## config.mk

```make
export PLATFORM = sky130hd
export DESIGN_NAME = fetch_stage
export DESIGN_NICKNAME = d
export VERILOG_FILES = /design/src/rtl/fetch_stage.sv
export SDC_FILE = /design/constraint.sdc
export NUM_CORES = 1
export LEC_CHECK = 0
export ABC_AREA = 0
export CORE_UTILIZATION = 35
export CTS_BUF_LIST = sky130_fd_sc_hd__clkbuf_2
export DETAILED_ROUTE_END_ITERATION = 8
export PLACE_DENSITY = 0.74
export SYNTH_ARGS = -nofsm -noshare
export SYNTH_HDL_FRONTEND = slang
export SYNTH_SLANG_ARGS = --single-unit
```

## constraint.sdc

```tcl
create_clock -name clk -period 4.3 [get_ports clk]
set_clock_uncertainty 0.2 [all_clocks]
set_input_delay 0.86 -clock clk [delete_from_list [all_inputs] [get_ports clk]]
set_output_delay 0.86 -clock clk [all_outputs]
set_load 0.02 [all_outputs]
```

## src/rtl/fetch_stage.sv

```systemverilog
// Instruction-fetch stage: program counter, instruction-memory addressing and
// the IF/ID pipeline register with stall, flush, branch and exception redirect.
module fetch_stage #(
    parameter int          N          = 64,
    parameter int          IMEM_DEPTH = 128,
    parameter logic [63:0] RESET_PC   = 64'h0,
    parameter logic [63:0] EXC_VECTOR = 64'hD8,
    parameter logic [31:0] NOP        = 32'h8b1f03ff
) (
    input  logic         clk,
    input  logic         reset,
    input  logic         stall_f,
    input  logic         flush_d,
    input  logic         branch_taken,
    input  logic [N-1:0] branch_target,
    input  logic         exc_taken,
    output logic [6:0]   imem_addr,
    input  logic [31:0]  imem_q,
    output logic [N-1:0] pc_f,
    output logic [31:0]  instr_d,
    output logic [N-1:0] pc_d,
    output logic         valid_d,
    output logic         fetch_exc_d
);

    localparam logic [N-1:0] PC_LIMIT = N'(4 * IMEM_DEPTH);
    localparam logic [N-1:0] PC_STEP  = N'(4);

    logic [N-1:0] pc_reg, pc_next;
    logic [31:0]  instr_reg, instr_next;
    logic [N-1:0] pcd_reg, pcd_next;
    logic         valid_reg, valid_next;
    logic         exc_reg, exc_next;
    logic         bad;
    logic         redirect;

    // Out-of-range fetches still drive the memory address; the word is simply discarded.
    assign bad       = (pc_reg[1:0] != 2'b00) || (pc_reg >= PC_LIMIT);
    assign redirect  = exc_taken || branch_taken;
    assign imem_addr = pc_reg[8:2];

    always_comb begin
        pc_next = pc_reg + PC_STEP;
        if (exc_taken)
            pc_next = EXC_VECTOR[N-1:0];
        else if (branch_taken)
            pc_next = branch_target;
        else if (stall_f)
            pc_next = pc_reg;
    end

    // A redirect squashes the wrong-path fetch even while stalled; pc_d is left alone on bubbles.
    always_comb begin
        instr_next = instr_reg;
        pcd_next   = pcd_reg;
        valid_next = valid_reg;
        exc_next   = exc_reg;
        if (redirect || flush_d) begin
            instr_next = NOP;
            valid_next = 1'b0;
            exc_next   = 1'b0;
        end else if (!stall_f) begin
            pcd_next   = pc_reg;
            instr_next = bad ? NOP : imem_q;
            valid_next = 1'b1;
            exc_next   = bad;
        end
    end

    always_ff @(posedge clk or negedge reset) begin
        if (!reset) begin
            pc_reg    <= RESET_PC[N-1:0];
            instr_reg <= NOP;
            pcd_reg   <= '0;
            valid_reg <= 1'b0;
            exc_reg   <= 1'b0;
        end else begin
            pc_reg    <= pc_next;
            instr_reg <= instr_next;
            pcd_reg   <= pcd_next;
            valid_reg <= valid_next;
            exc_reg   <= exc_next;
        end
    end

    assign pc_f        = pc_reg;
    assign instr_d     = instr_reg;
    assign pc_d        = pcd_reg;
    assign valid_d     = valid_reg;
    assign fetch_exc_d = exc_reg;

endmodule

```

=== After elaboration in Yosys (flattened, before gate mapping) ===
Index checks and enable logic that the tools add are counted.

* Register bits after elaboration: 162
* Input port bits: 102

* $add $sub $neg: 1
* Order comparisons: 1
* Equality and inequality tests: 2
* Muxes and demuxes: 10
* Bitwise operators: 2
* Reduce and logical (&&, ||, !) cells: 5

{| class="wikitable"
|+ Operators with widths
! operator !! number
|-
| $mux W64 || 3
|-
| $mux W32 || 3
|-
| $add A64 B3 Y64 const B || 1
|-
| $ge A64 B10 Y1 const B || 1
|-
| $mux W1 || 4
|-
| $logic_or A1 B1 Y1 || 3
|-
| $ne A3 B1 Y1 const B || 1
|-
| $ne A2 B1 Y1 const B || 1
|-
| $not A1 Y1 || 2
|-
| $reduce_and A2 Y1 || 1
|-
| $reduce_bool A2 Y1 || 1
|}

=== Logic depth before layout (Yosys ltp) ===
* Depth in word-level cells: 5
* Depth in mapped cells: 9
* Depth with buffers taken out: 6

=== Worst setup path before layout ===
OpenSTA, ideal clock, no wires.

* Path type: flip-flop to flip-flop
* From: register pc_reg[4], in the netlist pc_f[4]
* To: register pc_reg[50], in the netlist pc_f[50]
* Arrival: 2,693 ps
* Required time: 4,001 ps
* Slack: 1,308 ps
* Cell stages (with the launch flop): 8
* Buffers on the path: 2
* Period minus slack after synthesis: 2,992 ps
* Path through: dfrtp_1 -> nand3_1 -> or4_4 -> buf_6 -> or4_1 -> buf_2 -> or4_1 -> a311oi_1

* Longest elaborated chain between the ends: 4

{| class="wikitable"
|+ RTL lines
! what !! RTL line !! text
|-
| from (decl) || 29 || <nowiki>logic [N-1:0] pc_reg, pc_next;</nowiki>
|-
| from (signal assigned) || 72 || <nowiki>pc_reg <= RESET_PC[N-1:0];</nowiki>
|-
| from (signal assigned) || 78 || <nowiki>pc_reg <= pc_next;</nowiki>
|-
| $add A64 B3 Y64 || 43 || <nowiki>pc_next = pc_reg + PC_STEP;</nowiki>
|-
| $mux W64 || 48 || <nowiki>else if (stall_f)</nowiki>
|-
| $mux W64 || 46 || <nowiki>else if (branch_taken)</nowiki>
|-
| $mux W64 || 44 || <nowiki>if (exc_taken)</nowiki>
|}

Every way passes these cells. The select of a mux whose other input is x is not followed.
A chain may end at the register's enable or synchronous reset.

=== Worst setup path in the final report ===
* From: register pc_reg[10], in the netlist pc_f[10]
* To: register pc_reg[50], in the netlist pc_f[50]

Same word-level chain as after synthesis.

==> results_dict.tcl <==
set metrics [dict create \
    synth_area_leaders "dfrtp_1 (44%), mux2_2 (8.9%), dfstp_2 (6.1%)" \
    crit_type "flop to flop" \
    syn_inst 778 \
    tightest_slew_ns 0.8499 \
    antenna_left 0 \
    tritoncts "yes" \
    ys_types 66 \
    cts.path.max_buffers 2 \
    power.share.switching 0.3346 \
    max_freq_mhz 290.8 \
    rr_endpoint "pc_f[50]" \
    dp_hpwl_um 20430 \
    ys_ff_latch 162 \
    setup_viol 0 \
    drt-vias-per-instance 5.768 \
    clk_pin_slew_ns 0.26 \
    worstPathCellList "nand2_2, or4_4, or4_1, or4_1, a311oi_1" \
    slowest_delay_ns 0.85 \
    synth_top_area_frac 0.4404 \
    synthFlopType "dfrtp_1" \
    maxSlewViolCount 0 \
    maxCapViolations 0 \
    grt.total_usage 0.2351 \
    coreArea_um2 22710 \
    num_rows 55 \
    peakVddDrop_uv 168.0 \
    timing.final.crit_share 0.7998 \
    crit_top_cell "or4_1" \
    cp.required_ns 4.77 \
    grt.overflow.total 0 \
    synth_area_per_cell_um2 10.44 \
    die_w_um 154.4 \
    io_pins 271 \
    relSlewSlack 0.4334 \
    yosysMostFrequentCell "dfrtp_1" \
    seqPwrFrac 0.531 \
    die_area_um2 23830 \
    cts_resized 0 \
    clk_latency_ns 0.78 \
    p_leak_uw 0.004365 \
    hold_depth 2 \
    yosysTopAreaCell "dfrtp_1" \
    holdPathEnd "pc_f[26]" \
    synthArstFlopShare 1.000 \
    synth_edf_count 0 \
    drt_drc_violations_left 0 \
    grt_pass1_wl_um 43100 \
    synthTopCellsByCount "dfrtp_1 (143), mux2_2 (64), nand2_1 (56), clkbuf_1 (49), nor2_1 (46)" \
    critPathLaunchType "flop" \
    cts-root-buf "clkbuf_2" \
    cp_max_fo 16 \
    p_comb_frac 0.251 \
    path_delay_family "simple AND/OR/NAND/NOR gates" \
    holdCritPathClass "primary input to flop" \
    rsz0062_at_grt "false" \
    arrival_ns 3.91 \
    numCtsBuffers 17 \
    tns_ns 0 \
    drt_wl_total_um 28220 \
    ys_warn_count 0 \
    area_delta_synth_final_pct 39.25 \
    final_cells 1326 \
    grt_max_degree 85 \
    vias 7649 \
    cts_sinks 162 \
    r2r_setup_slack_ns 0.86 \
    gp_congestion 0.9121 \
    cp.buffers_inverters 0 \
    crit_path_start "pc_f[10]" \
    ys_seq_area_frac 0.5018 \
    wire_per_inst_um 21.28 \
    worstRegToRegCells 5 \
    power_density_nw_per_um2 296.9 \
    hold_viol_final 0 \
    initial_core_util 0.3578 \
    r2r-start "pc_f[10]" \
    fin_crit_ns 3.439 \
    portBuffers 270 \
    drive_gt1_frac 0.1376 \
    die_h_um 154.4 \
    htree_levels 4 \
    status "finished, final reports clean" \
    fin_nets 1130 \
    place_inst 1291 \
    p_int_uw 2235 \
    antenna_found_initial 3 \
    drt_iter0_markers 775 \
    grt_pass1_vias 7336 \
    cpMaxStageDelayCell "or4_1" \
    cts_hold_buf 1 \
    worstHoldStart "exc_taken" \
    syn-cell-area_um2 8125 \
    synth.net_count 882 \
    cts_setup_buffers 0 \
    dr.pass1.iters 8 \
    p_clk_frac 0.218 \
    p_switching_uw 1124 \
    endpoint_kind "flop" \
]
## per-stage QoR
step	setup slack [ns]	util	total power (uW)	instance area, um2	hold slack, ns
floorplan	1.308	-	2158	8125	0.3644
global placement	0.6588	0.4896	2636	11120	0.2879
detailed placement	0.5646	0.4896	2653	11120	0.2795
CTS	0.8740	0.4980	3385	11310	0.1722
global route	0.7226	0.4982	3510	11310	0.1563
finish	0.8608	0.4982	3359	11310	0.2196
## kinds of logic (layout without fill, tap and decap cells)
family | Yosys count | in the layout | synth area share
AOI/OAI and AO/OA | 150 | 150 | 0.1380
muxes | 70 | 70 | 0.09609
and+or+nand+nor | 294 | 294 | 0.1973
DFF | 162 | 162 | 0.5018
other | 0 | 2 | 0
xor gates and xnor gates | 21 | 21 | 0.02264
buffers and inverters | 79 | 340 | 0.04111
adders and majority gates | 2 | 2 | 0.003079
## worst register-to-register path, stage by stage (launching register included)
cell and delay [ns]:
dfrtp_1 0.62, nand2_2 0.18, or4_4 0.63, or4_1 0.85, or4_1 0.58, a311oi_1 0.26
## power groups by stage
stage	Clock [uW]	Combinational [uW]	Sequential, uW
after floorplan	0	232	1930
after global placement	0	832	1800
after detailed placement	0	843	1810
after CTS	754	847	1780
after global routing	813	891	1810
final	732	842	1780
## cell usage in the layout, fill, tap and decap left out, types with 6 or more instances in the layout
master,n
or4_1,23
buf_4,16
a22o_1,14
o21ai_0,14
clkdlybuf4s50_1,268
mux2i_1,6
or3_1,10
nand3_1,40
nor4_1,29
nand2_1,56
inv_1,16
xor2_1,9
o22a_1,19
dfrtp_1,143
and3_1,10
clkbuf_2,18
nand2b_1,9
xnor2_1,12
nor3_1,14
a21oi_1,23
nand4_1,29
a211oi_1,11
mux2_2,64
a311oi_1,16
dfstp_2,19
o31ai_1,19
nor2_1,45
## state kept, by name, summed over array words and instances (netlist names)
register and cells:
fetch_exc_d 1, valid_d 1, instr_d 32, pc_f 64
pc_d 64
## worst max-delay path by stage
stage / to / slack [ns] / cells past startpoint
floorplan: pc_f[50] / 1.31 / 7
global placement: instr_d[1] / 0.66 / 7
detailed placement: instr_d[17] / 0.56 / 7
CTS: pc_f[50] / 0.87 / 5
global route: pc_f[52] / 0.72 / 5
finish: pc_f[50] / 0.86 / 5
## layout make-up
class	instances	area, um2
timing repair buffer	291	2909
clock buffer	18	90.09
tap	285	356.6
clock inverter	14	91.34
fill	2119	11390
antenna	2	5.005
inverter	17	63.81
sequential	162	4078
multi-input combinational	537	3721
## layer usage
metal  wire length (um)  vias to the layer above  GRT usage
met5                  0                        -          0
met4                662                        0    0.07072
met3               2335                       52    0.05828
met2              13370                      415     0.3797
met1              11850                     3748     0.3116
li1                   -                     3434          -
Note: power is estimated with default switching activity, not from simulation.
